File: src/rtl/rv_decode_pkg.sv
// Shared RV32I decode definitions: opcodes, opcode classes and the decoded-entry payload.
package rv_decode_pkg;

  localparam int unsigned XLEN_W  = 32;
  localparam int unsigned INSTR_W = 32;
  localparam int unsigned REG_W   = 5;

  localparam logic [6:0] OPC_OP     = 7'b0110011;
  localparam logic [6:0] OPC_OPIMM  = 7'b0010011;
  localparam logic [6:0] OPC_LOAD   = 7'b0000011;
  localparam logic [6:0] OPC_STORE  = 7'b0100011;
  localparam logic [6:0] OPC_BRANCH = 7'b1100011;
  localparam logic [6:0] OPC_LUI    = 7'b0110111;
  localparam logic [6:0] OPC_AUIPC  = 7'b0010111;
  localparam logic [6:0] OPC_JAL    = 7'b1101111;
  localparam logic [6:0] OPC_JALR   = 7'b1100111;

  typedef enum logic [3:0] {
    OC_OP      = 4'd0,
    OC_OPIMM   = 4'd1,
    OC_LOAD    = 4'd2,
    OC_STORE   = 4'd3,
    OC_BRANCH  = 4'd4,
    OC_LUI     = 4'd5,
    OC_AUIPC   = 4'd6,
    OC_JAL     = 4'd7,
    OC_JALR    = 4'd8,
    OC_ILLEGAL = 4'd9
  } opclass_e;

  typedef struct packed {
    logic [XLEN_W-1:0]  imm;
    logic               imm_sel;
    logic [REG_W-1:0]   rs1;
    logic [REG_W-1:0]   rs2;
    logic [REG_W-1:0]   rd;
    logic [2:0]         funct3;
    opclass_e           opclass;
    logic [XLEN_W-1:0]  pc;
    logic               illegal;
    logic [INSTR_W-1:0] instr;
  } dec_entry_t;

endpackage

File: src/rtl/imm_gen.sv
// Combinational RV32I immediate extraction and opcode classification.
module imm_gen
  import rv_decode_pkg::*;
#(
  parameter int unsigned XLEN = 32
) (
  input  logic [31:0]     instr,
  output logic [XLEN-1:0] imm_value_c,
  output logic            imm_sel_c,
  output opclass_e        opclass_c,
  output logic            illegal_c
);

  logic [31:0] imm_i, imm_s, imm_b, imm_u, imm_j;

  always_comb begin
    imm_i = {{20{instr[31]}}, instr[31:20]};
    imm_s = {{20{instr[31]}}, instr[31:25], instr[11:7]};
    imm_b = {{19{instr[31]}}, instr[31], instr[7], instr[30:25], instr[11:8], 1'b0};
    imm_u = {instr[31:12], 12'b0};
    imm_j = {{11{instr[31]}}, instr[31], instr[19:12], instr[20], instr[30:21], 1'b0};
  end

  // Anything not matched below stays illegal with a zero immediate.
  always_comb begin
    imm_value_c = '0;
    imm_sel_c   = 1'b0;
    opclass_c   = OC_ILLEGAL;
    illegal_c   = 1'b1;
    if (instr[1:0] == 2'b11) begin
      unique case (instr[6:0])
        OPC_OP: begin
          opclass_c = OC_OP;
          illegal_c = 1'b0;
        end
        OPC_OPIMM: begin
          imm_value_c = XLEN'($signed(imm_i));
          imm_sel_c   = 1'b1;
          opclass_c   = OC_OPIMM;
          illegal_c   = 1'b0;
        end
        OPC_LOAD: begin
          imm_value_c = XLEN'($signed(imm_i));
          imm_sel_c   = 1'b1;
          opclass_c   = OC_LOAD;
          illegal_c   = 1'b0;
        end
        OPC_STORE: begin
          imm_value_c = XLEN'($signed(imm_s));
          imm_sel_c   = 1'b1;
          opclass_c   = OC_STORE;
          illegal_c   = 1'b0;
        end
        OPC_BRANCH: begin
          imm_value_c = XLEN'($signed(imm_b));
          opclass_c   = OC_BRANCH;
          illegal_c   = 1'b0;
        end
        OPC_LUI: begin
          imm_value_c = XLEN'($signed(imm_u));
          imm_sel_c   = 1'b1;
          opclass_c   = OC_LUI;
          illegal_c   = 1'b0;
        end
        OPC_AUIPC: begin
          imm_value_c = XLEN'($signed(imm_u));
          imm_sel_c   = 1'b1;
          opclass_c   = OC_AUIPC;
          illegal_c   = 1'b0;
        end
        OPC_JAL: begin
          imm_value_c = XLEN'($signed(imm_j));
          imm_sel_c   = 1'b1;
          opclass_c   = OC_JAL;
          illegal_c   = 1'b0;
        end
        OPC_JALR: begin
          imm_value_c = XLEN'($signed(imm_i));
          imm_sel_c   = 1'b1;
          opclass_c   = OC_JALR;
          illegal_c   = 1'b0;
        end
        default: ;
      endcase
    end
  end

endmodule

File: src/rtl/instr_imm_decode.sv
// Decode stage: immediate/operand-B control extraction behind a registered 2-entry skid buffer.
module instr_imm_decode
  import rv_decode_pkg::*;
#(
  parameter int unsigned XLEN     = 32,
  parameter bit          TRACE_EN = 1'b1
) (
  input  logic            clk_in,
  input  logic            rst_n_in,
  input  logic            flush_in,
  input  logic            instr_valid_in,
  input  logic [31:0]     instr_in,
  input  logic [XLEN-1:0] pc_in,
  output logic            instr_ready_out,
  output logic            dec_valid_out,
  input  logic            dec_ready_in,
  output logic            imm_sel_out,
  output logic [XLEN-1:0] imm_value_out,
  output logic [11:0]     imm12_out,
  output logic [4:0]      rs1_addr_out,
  output logic [4:0]      rs2_addr_out,
  output logic [4:0]      rd_addr_out,
  output logic [2:0]      funct3_out,
  output logic [3:0]      opclass_out,
  output logic [XLEN-1:0] pc_out,
  output logic            illegal_out,
  output logic [31:0]     trace_instr_out
);

  typedef enum logic [1:0] {
    ST_EMPTY = 2'd0,
    ST_ONE   = 2'd1,
    ST_TWO   = 2'd2
  } buf_state_e;

  buf_state_e state_q;
  dec_entry_t main_q, skid_q, dec_c;
  logic       dec_valid_q, ready_q;
  logic       accept_c, drain_c;

  logic [XLEN-1:0] gen_imm_c;
  logic            gen_sel_c, gen_ill_c;
  opclass_e        gen_oc_c;

  imm_gen #(.XLEN(XLEN)) u_imm_gen (
    .instr       (instr_in),
    .imm_value_c (gen_imm_c),
    .imm_sel_c   (gen_sel_c),
    .opclass_c   (gen_oc_c),
    .illegal_c   (gen_ill_c)
  );

  // Assemble the entry that an accepted instruction writes into the buffer.
  always_comb begin
    dec_c         = '0;
    dec_c.imm     = XLEN_W'(gen_imm_c);
    dec_c.imm_sel = gen_sel_c;
    dec_c.rs1     = instr_in[19:15];
    dec_c.rs2     = instr_in[24:20];
    dec_c.rd      = gen_ill_c ? 5'd0 : instr_in[11:7];
    dec_c.funct3  = instr_in[14:12];
    dec_c.opclass = gen_oc_c;
    dec_c.pc      = XLEN_W'(pc_in);
    dec_c.illegal = gen_ill_c;
    dec_c.instr   = instr_in;
  end

  assign accept_c = instr_valid_in & ready_q;
  assign drain_c  = dec_valid_q & dec_ready_in;

  // Skid buffer: main feeds the outputs, skid catches one beat while execute stalls.
  always_ff @(posedge clk_in) begin
    if (!rst_n_in) begin
      state_q     <= ST_EMPTY;
      main_q      <= '0;
      skid_q      <= '0;
      dec_valid_q <= 1'b0;
      ready_q     <= 1'b1;
    end else if (flush_in) begin
      state_q     <= ST_EMPTY;
      dec_valid_q <= 1'b0;
      ready_q     <= 1'b1;
    end else begin
      unique case (state_q)
        ST_EMPTY: begin
          if (accept_c) begin
            main_q      <= dec_c;
            dec_valid_q <= 1'b1;
            state_q     <= ST_ONE;
          end
        end
        ST_ONE: begin
          if (accept_c && drain_c) begin
            main_q <= dec_c;
          end else if (accept_c) begin
            skid_q  <= dec_c;
            ready_q <= 1'b0;
            state_q <= ST_TWO;
          end else if (drain_c) begin
            dec_valid_q <= 1'b0;
            state_q     <= ST_EMPTY;
          end
        end
        ST_TWO: begin
          if (drain_c) begin
            main_q  <= skid_q;
            ready_q <= 1'b1;
            state_q <= ST_ONE;
          end
        end
        default: begin
          state_q     <= ST_EMPTY;
          dec_valid_q <= 1'b0;
          ready_q     <= 1'b1;
        end
      endcase
    end
  end

  assign instr_ready_out = ready_q;
  assign dec_valid_out   = dec_valid_q;
  assign imm_sel_out     = main_q.imm_sel;
  assign imm_value_out   = XLEN'(main_q.imm);
  assign imm12_out       = main_q.instr[31:20];
  assign rs1_addr_out    = main_q.rs1;
  assign rs2_addr_out    = main_q.rs2;
  assign rd_addr_out     = main_q.rd;
  assign funct3_out      = main_q.funct3;
  assign opclass_out     = main_q.opclass;
  assign pc_out          = XLEN'(main_q.pc);
  assign illegal_out     = main_q.illegal;

  generate
    if (TRACE_EN) begin : g_trace
      assign trace_instr_out = main_q.instr;
    end else begin : g_no_trace
      assign trace_instr_out = '0;
    end
  endgenerate

endmodule

File: config.mk
export PLATFORM = sky130hd
export DESIGN_NAME = instr_imm_decode
export DESIGN_NICKNAME = d
export VERILOG_FILES = /design/src/rtl/rv_decode_pkg.sv /design/src/rtl/imm_gen.sv /design/src/rtl/instr_imm_decode.sv
export SDC_FILE = /design/constraint.sdc
export NUM_CORES = 1
export LEC_CHECK = 0
export CAP_MARGIN = 20
export CORE_UTILIZATION = 32
export DETAILED_ROUTE_END_ITERATION = 10
export REMOVE_ABC_BUFFERS = 1
export SLEW_MARGIN = 40
export SYNTH_ARGS = -nofsm -noshare
export SYNTH_HDL_FRONTEND = slang
export SYNTH_SLANG_ARGS = --single-unit
File: constraint.sdc
create_clock -name clk_in -period 2.3 [get_ports clk_in]
set_clock_uncertainty 0.2 [all_clocks]
set_input_delay 0.23 -clock clk_in [delete_from_list [all_inputs] [get_ports clk_in]]
set_output_delay 0.23 -clock clk_in [all_outputs]
set_load 0.01 [all_outputs]
==> reports/qor.txt, run 1 <==
VDD IR max: 0.543 mV
CTS buffer count: 26
sequential share of the synthesized area: 46.3%
Port Buf Inserts: 202
post-placement cell count: 1684
Yosys warning count: 0
vias per cell: 5.08
reg2reg end: pc_out[23]
Die Wd: 174 um
layout cells sized above 1: 14.6%
worst slack at placement: -301 ps
reg2reg setup slack: 140 ps
Max-slew headroom: 48.0%
Clock Power Share: 42.9%
CP endpoint kind: flip-flop
final wirelength: 28.4 mm
crit path DAT: 2380 ps
Gate Count Post-Synth: 1137
Unique masters post-synth: 49
initial core utilization: 32.7%
asr flop ratio synth: 0%
fin cells: 1731
setup bufs post-CTS: 0
Root Buffer: clkbuf_16
initial DRC count: 621
CP Launch Type: flip-flop
die area: 30100 sq um
Cells on Worst Hold Path: 3
status: finished, final reports clean
syn avg cell area: 8.29 sq um
Final Hold Fails: 0
DIE HEIGHT: 174 um
M1 WL: 13.8 mm
most common cell after layout, fill and taps aside: nand2_1
Remaining DRCs: 0
final net count: 1399
PwrDens: 715 nW/um^2
worst-skew pair later-pin latency: 520 ps
sw power: 2290 uW
Comb pwr share: 13.8%
met2 WL post-DR: 12.7 mm
Max-Cap Viols: 0
P&R area growth vs syn: 37.8%
gpl congestion: 0.843
Leakage Power: 0.00468 uW
most used flip-flop cell after synthesis: dfxtp_1
hold crit path type: in2reg
Global Route Usage Sum: 18.0%
met3 wire len: 1.49 mm
final setup violation count: 0
Fill cells: 2827
EDFF count, synth: 0
Yosys reg bits: 218
Setup WS post-layout: 145 ps
largest net degree at the start of global routing: 66
Clock Sinks: 218
ANT cells: 0
Worst EP required: 2520 ps
Clock Path Buffers: 3
DRT Pass-1 Iters: 5
Worst Reg-to-Reg Cells: 5
Placeable Area: 28900 sq um
TritonCTS clock tree: yes
fin util: 45.0%
DP HPWL: 18.2 mm
IO Count: 203
Syn Std Cell Area: 9420 sq um
crit path capture: pc_out[23]
r2r startpoint: state_q[1]
H-tree levels: 1
initial antenna violation count: 1
P_int: 7000 uW
GRT Residual Overflow: 0
fmax: 464 MHz
Slew Viols, Final: 0
slew of the pin with the lowest slew margin: 780 ps
clock slew seen by the registers of the worst setup and hold paths: 60 ps
row cnt: 62
vias: 8799
DRT antenna net count: 0
vias in the first global route: 8178
final worst path period share: 93.7%
crit path max fanout: 65
Final min period: 2160 ps
CP startpoint: state_q[1]
CP Class: reg2reg
most frequent cells in the layout: 296 x nand2_1, 217 x dfxtp_1, 201 x clkdlybuf4s50_1
Top Layer Used: met5
Seq pwr share: 43.4%
unrepaired setup endpoints after global routing: yes
Hold Crit Start: pc_in[18]
mean routed wirelength per cell: 16.4 um
first-pass GRT wire length: 44.5 mm
Sw Ratio: 24.7%
[power by group through the flow]
stage	clock network [uW]	logic, uW	registers, uW
finish	3980	1280	4030
global route	4220	1380	4050
CTS	4080	1280	4030
detailed placement	0	1270	4110
global placement	0	1260	4110
floorplan	0	484	4170
[how the worst min path moves through the flow]
stage                      end  slack, ps
3_3_place_gp        skid_q[85]        240
4_1_cts             skid_q[39]         80
5_1_grt             skid_q[51]        110
3_5_place_dp         skid_q[9]        250
2_1_floorplan  instr_ready_out        160
6_report            skid_q[51]        100
[sequential cells by signal, summed over array words and instances, names as in the netlist, 2 cells and up]
name / count
funct3_out: 2
imm_value_out: 32
opclass_out: 4
pc_out: 32
rd_addr_out: 5
rs1_addr_out: 4
rs2_addr_out: 4
skid_q: 107
state_q: 2
trace_instr_out: 22
[cell type report]
class | count | area (sq um) | area share (%)
Inverter | 3 | 16.3 | 0.125
Tap cell | 384 | 480 | 3.70
Sequential cell | 218 | 4370 | 33.6
Multi-Input combinational cell | 792 | 4430 | 34.1
Clock inverter | 3 | 17.5 | 0.135
Clock buffer | 42 | 822 | 6.33
Timing Repair Buffer | 289 | 2850 | 22.0
[timing repair]
action,4_1_cts,5_1_grt
hold buffers,1,0
setup endpoints to repair,0,1
resized for setup,0,1
hold endpoints to repair,5,0
[cells in the mapped netlist (2+ instances only)]
cell       number  area share [%]
nand2_1       296              12
dfxtp_1       218              46
a21oi_1       130             6.9
nor2_1        109             4.3
clkbuf_1       73             2.9
o21ai_0        61             3.2
a311oi_2       59             9.4
buf_4          32             2.5
nand3_1        31             1.6
o221ai_1       15             1.4
a32o_1         13             1.4
a22oi_1        10            0.80
a221oi_1        8            0.74
buf_2           8            0.42
buf_6           7            0.84
a311oi_1        6            0.56
a2bb2oi_1       5            0.46
nor3_1          5            0.27
buf_1           4            0.16
a211oi_1        3            0.24
inv_1           3            0.12
nand2b_1        3            0.20
or3_1           3            0.20
a21bo_2         2            0.21
a21boi_0        2            0.16
a32oi_1         2            0.19
and2_1          2            0.13
and3_1          2            0.13
and3b_1         2            0.19
nand4bb_1       2            0.24
nor4b_1         2            0.19
o21bai_1        2            0.16
[metrics by stage]
| stage | TNS (ps) | power [uW] | cell area, sq um | hold WS [ps] |
|---|---|---|---|---|
| after CTS | 0 | 9380 | 13000 | 78.9 |
| after detailed placement | -7100 | 5380 | 12100 | 247 |
| after global routing | 0 | 9640 | 13000 | 114 |
| after global placement | -4270 | 5360 | 12100 | 241 |
| final | 0 | 9290 | 13000 | 99.0 |
| after floorplan | -506540 | 4650 | 8780 | 164 |
[critical path, stage by stage (launching register included)]
cell,delay [ps]
dfxtp_1,380
nand4bb_1,350
o21ai_4,410
buf_12,330
nor2_1,100
a311oi_2,240
[layer usage]
metal,track usage (%),up-vias
li1,-,4339
met1,25.7,4138
met2,28.8,287
met3,2.61,33
met4,3.80,2
met5,0,-
[cells by family (layout without fill, tap and decap cells)]
logic type / Yosys count / in the layout / share of synthesized area, %
buf+inv: 127 / 337 / 7.00
mux: 1 / 1 / 0.106
compound gates: 326 / 326 / 26.6
simple gates: 463 / 463 / 19.8
flops: 218 / 218 / 46.3
xor+xnor: 2 / 2 / 0.186
Power figures use the tool's default switching activity.
==> run 2: changes to the inputs <==
--- a/config.mk
+++ b/config.mk
@@ -7,3 +7,2 @@
 export LEC_CHECK = 0
-export CAP_MARGIN = 20
 export CORE_UTILIZATION = 32
@@ -11,3 +10,3 @@
 export REMOVE_ABC_BUFFERS = 1
-export SLEW_MARGIN = 40
+export SLEW_MARGIN = 5
 export SYNTH_ARGS = -nofsm -noshare
==> constraint.sdc (replaced) <==
create_clock -name clk_in -period 2.3 [get_ports clk_in]
set_clock_uncertainty 0.2 [all_clocks]
set_input_delay 0.345 -clock clk_in [delete_from_list [all_inputs] [get_ports clk_in]]
set_output_delay 0.345 -clock clk_in [all_outputs]
set_load 0.01 [all_outputs]
==> run 2 against run 1 <==
Sequential power about the same. Critical path depth up 1. Largest power group is now clock. Worst hold slack worse by 74 ps. Total power is 0.74% higher. Die area is the same. Clock power up 2%. Largest cell class unchanged.
==> reports/qor.txt, run 2 (synthesis gave the netlist of run 1 again) <==
Final min period: 2120 ps
DIE HEIGHT: 174 um
vias: 8764
worst-skew pair later-pin latency: 530 ps
fmax: 473 MHz
CP Class: in2reg
Clock Power Share: 43.2%
Slew Viols, Final: 0
mean routed wirelength per cell: 16.1 um
final net count: 1401
reg2reg end: pc_out[15]
DP HPWL: 18.7 mm
initial antenna violation count: 1
first-pass GRT wire length: 44.8 mm
Crit path depth: 6
unrepaired setup endpoints after global routing: no
setup bufs post-CTS: 0
hold slack: 25.0 ps
Global Route Usage Sum: 18.2%
Resized Gates After CTS: 0
reg2reg setup slack: 200 ps
Worst EP required: 2570 ps
r2r startpoint: state_q[1]
TritonCTS clock tree: yes
IO Count: 203
Max-slew headroom: 50.9%
Placeable Area: 28900 sq um
Finished Cell Area: 13100 sq um
Comb pwr share: 13.7%
Worst Reg-to-Reg Cells: 5
gpl congestion: 0.801
flip-flop count of the largest register after layout: 107
P&R area growth vs syn: 38.8%
vias per cell: 5.05
hold crit path type: in2reg
crit path DAT: 2390 ps
CP max stage delay: 640 ps
Sw Ratio: 24.9%
layout cells sized above 1: 14.7%
CP endpoint kind: flip-flop
sw power: 2330 uW
largest net degree at the start of global routing: 67
Remaining DRCs: 0
final setup violation count: 0
post-placement cell count: 1689
Clock Sinks: 218
crit path max fanout: 6
TNS Setup: 0 ps
Port Buf Inserts: 202
H-tree levels: 1
Max-Cap Viols: 0
critical path, cell by cell: clkdlybuf4s50_1 -> and3b_1 -> nand3_1 -> a21oi_1 -> a221oi_1 -> nor2_1
final wirelength: 28.0 mm
crit path capture: imm_value_out[6]
VDD IR max: 0.535 mV
initial DRC count: 501
slew of the pin with the lowest slew margin: 737 ps
Final Hold Fails: 0
most common cell after layout, fill and taps aside: nand2_1
row cnt: 62
largest register by flop count: skid_q
vias in the first global route: 8346
DRT Pass-1 Iters: 5
die area: 30100 sq um
ANT cells: 0
Leakage Power: 0.00470 uW
final worst path period share: 92.0%
Clock Path Buffers: 3
clock slew seen by the registers of the worst setup and hold paths: 60 ps
CP startpoint: instr_in[5]
initial core utilization: 32.7%
Die Wd: 174 um
PwrDens: 715 nW/um^2
GRT Residual Overflow: 0
CP top delay family: compound AO/OA/AOI/OAI gates
Root Buffer: clkbuf_16
DRT antenna net count: 0
Buf/Inv on CP: 1
CTS buffer count: 25
P_int: 7030 uW
most frequent cells in the layout: 296 x nand2_1, 218 x dfxtp_1, 201 x clkdlybuf4s50_1
Tot Pwr: 9360 uW
CP Launch Type: input port
Slowest-stage cell, CP: a21oi_1
status: finished, final reports clean
Placed Area: 12300 sq um
cts hold-fix bufs: 0
Seq pwr share: 43.0%
fin cells: 1735
-- run 2: cell count changes in the layout (fill, tap and decap cells not counted), sizes merged --
cell         previous run  this run
bufinv                  0         3
dlygate4sd3             1         0
clkbuf                 43        36
clkinv                  2         5
buf                    86        91
inv                     3         4
-- run 2: metal layers --
layer | GRT usage [%] | routed length [um]
met5 | 0 | 11
met4 | 3.84 | 252
met3 | 2.87 | 1630
met2 | 29.1 | 12500
met1 | 25.8 | 13600
-- run 2: stage by stage --
stage / utilization [%] / setup WS (ps)
3_3_place_gp: 42.5 / -335
5_1_grt: 45.3 / 38.6
2_1_floorplan: - / -3330
6_report: 45.3 / 184
4_1_cts: 45.3 / 169
3_5_place_dp: 42.5 / -313
-- run 2: worst register-to-register path, delay by kind of cell, from the launching register on --
family	cells	cell delay, ps
and+or+nand+nor	2	430
DFF	1	390
buffers and inverters	1	300
AOI/OAI and AO/OA	2	690
-- run 2: worst min-delay path by stage --
stage | slack [ps] | endpoint | startpoint | cells past startpoint
2_1_floorplan | 240 | skid_q[0] | skid_q[0] | 2
4_1_cts | 5 | skid_q[116] | rst_n_in | 3
3_5_place_dp | 250 | skid_q[3] | skid_q[3] | 2
5_1_grt | 30 | skid_q[116] | rst_n_in | 3
3_3_place_gp | 240 | skid_q[19] | skid_q[19] | 2
6_report | 20 | skid_q[116] | rst_n_in | 3
-- run 2: power groups by stage --
stage	logic (uW)	clock network, uW	registers, uW
2_1_floorplan	484	0	4170
3_3_place_gp	1280	0	4110
3_5_place_dp	1290	0	4110
4_1_cts	1300	4150	4030
5_1_grt	1390	4290	4040
6_report	1290	4050	4030
-- run 2: final cells by class --
| type | instances | area (sq um) |
|---|---|---|
| Inverter | 3 | 16.3 |
| Clock inverter | 10 | 131 |
| Timing Repair Buffer | 292 | 2960 |
| Clock buffer | 36 | 697 |
| Tap cell | 384 | 480 |
| Fill cell | 2813 | 15800 |
| Sequential cell | 218 | 4360 |
| Multi-Input combinational cell | 792 | 4430 |
==> run 3: changes to the inputs <==
- CTS_CLUSTER_SIZE: not set -> 10
==> run 3 against run 2 <==
Sequential cell count stayed put. Design area shrank 0.81%. Register-to-register slack about the same. Combinational power about the same.
==> reports/qor.txt, run 3 (synthesis gave the netlist of run 1 again) <==
ANT cells: 0
final worst path period share: 92.0%
Slew Viols, Final: 0
Max-slew headroom: 50.6%
Global Route Usage Sum: 18.2%
die area: 30100 sq um
DRT antenna net count: 0
mean routed wirelength per cell: 16.3 um
DIE HEIGHT: 174 um
IO Count: 203
grt met2 use: 29.3%
worst-skew pair later-pin latency: 520 ps
Remaining DRCs: 0
hold slack: 38.4 ps
vias: 8799
TNS Setup: 0 ps
Placed Area: 12300 sq um
first-pass GRT wire length: 44.8 mm
CTS buffer count: 26
H-tree levels: 1
CP Class: in2reg
Die Wd: 174 um
Root Buffer: clkbuf_16
worst slack at placement: -313 ps
crit path DAT: 2370 ps
Final Hold Fails: 0
gr busiest metal: met2
largest register by flop count: skid_q
Leakage Power: 0.00465 uW
most frequent cells in the layout: 296 x nand2_1, 218 x dfxtp_1, 201 x clkdlybuf4s50_1
most common cell after layout, fill and taps aside: nand2_1
fmax: 473 MHz
initial antenna violation count: 1
GRT Residual Overflow: 0
status: finished, final reports clean
Worst EP required: 2560 ps
CP endpoint kind: flip-flop
met1 usage: 25.7%
Finished Cell Area: 13000 sq um
gpl congestion: 0.801
Setup WS post-layout: 185 ps
Final min period: 2110 ps
TritonCTS clock tree: yes
slew of the pin with the lowest slew margin: 741 ps
hold crit path type: in2reg
Max-Cap Viols: 0
P&R area growth vs syn: 37.7%
PwrDens: 689 nW/um^2
final wirelength: 28.0 mm
met3 Track Usage GR: 2.98%
final setup violation count: 0
vias per cell: 5.11
flip-flop count of the largest register after layout: 107
cts hold-fix bufs: 0
DP HPWL: 18.7 mm
Placeable Area: 28900 sq um
Resized Gates After CTS: 0
crit path max fanout: 6
DRT Pass-1 Iters: 5
row cnt: 62
layout cells sized above 1: 14.3%
Clock Path Buffers: 3
clock slew seen by the registers of the worst setup and hold paths: 60 ps
vias in the first global route: 8393
initial DRC count: 550
final net count: 1402
CP Launch Type: input port
fin util: 45.0%
initial core utilization: 32.7%
largest net degree at the start of global routing: 67
unrepaired setup endpoints after global routing: no
VDD IR max: 0.442 mV
Port Buf Inserts: 202
setup bufs post-CTS: 0
Clock Sinks: 218
run 3: cell count changes in the layout (fill, tap and decap cells not counted), sizes merged:
cell,delta
clkbuf,-4
bufinv,-3
inv,-1
clkinv,-5
run 3: per-stage QoR:
stage                     power [uW]  instances
final                           8940       1722
after global routing            9320       1722
after CTS                       9050       1722
after detailed placement        5400       1689
after global placement          5380       1689
after floorplan                 4650       1013
run 3: layout make-up:
| class | count | area, sq um |
|---|---|---|
| clock inverter | 1 | 7.51 |
| tap | 384 | 480 |
| multi-input combinational | 792 | 4430 |
| clock buffer | 32 | 714 |
| sequential | 218 | 4360 |
| timing repair buffer | 292 | 2960 |
| inverter | 3 | 16.3 |
| fill | 2830 | 15900 |
run 3: critical path, cell delays in order:
cell             delay [ps]
clkdlybuf4s50_1         590
and3b_1                 270
nand3_1                 200
a21oi_1                 640
a221oi_1                180
nor2_1                  140
run 3: path summary, 6_finish.rpt:
| path | from | to | slack (ps) | cells after the start |
|---|---|---|---|---|
| min reg2reg | skid_q[0] | skid_q[0] | 250 | 2 |
| max reg2reg | state_q[0] | trace_instr_out[27] | 210 | 5 |
| min | rst_n_in | skid_q[118] | 40 | 3 |
| max | instr_in[5] | imm_value_out[6] | 190 | 6 |
run 3: routing by layer:
metal | part of all wire (%) | vias to the layer above
met3 | 6.0 | 26
met1 | 48 | 4171
met5 | 0.039 | -
li1 | - | 4340
met2 | 45 | 260
met4 | 0.88 | 2
run 3: report_power, final:
part	internal (uW)	leakage (uW)	switching (uW)	total (uW)
Sequential	3930	0.00177	95.2	4030
Combinational	658	0.00252	629	1290
Clock	2140	0.000351	1490	3620
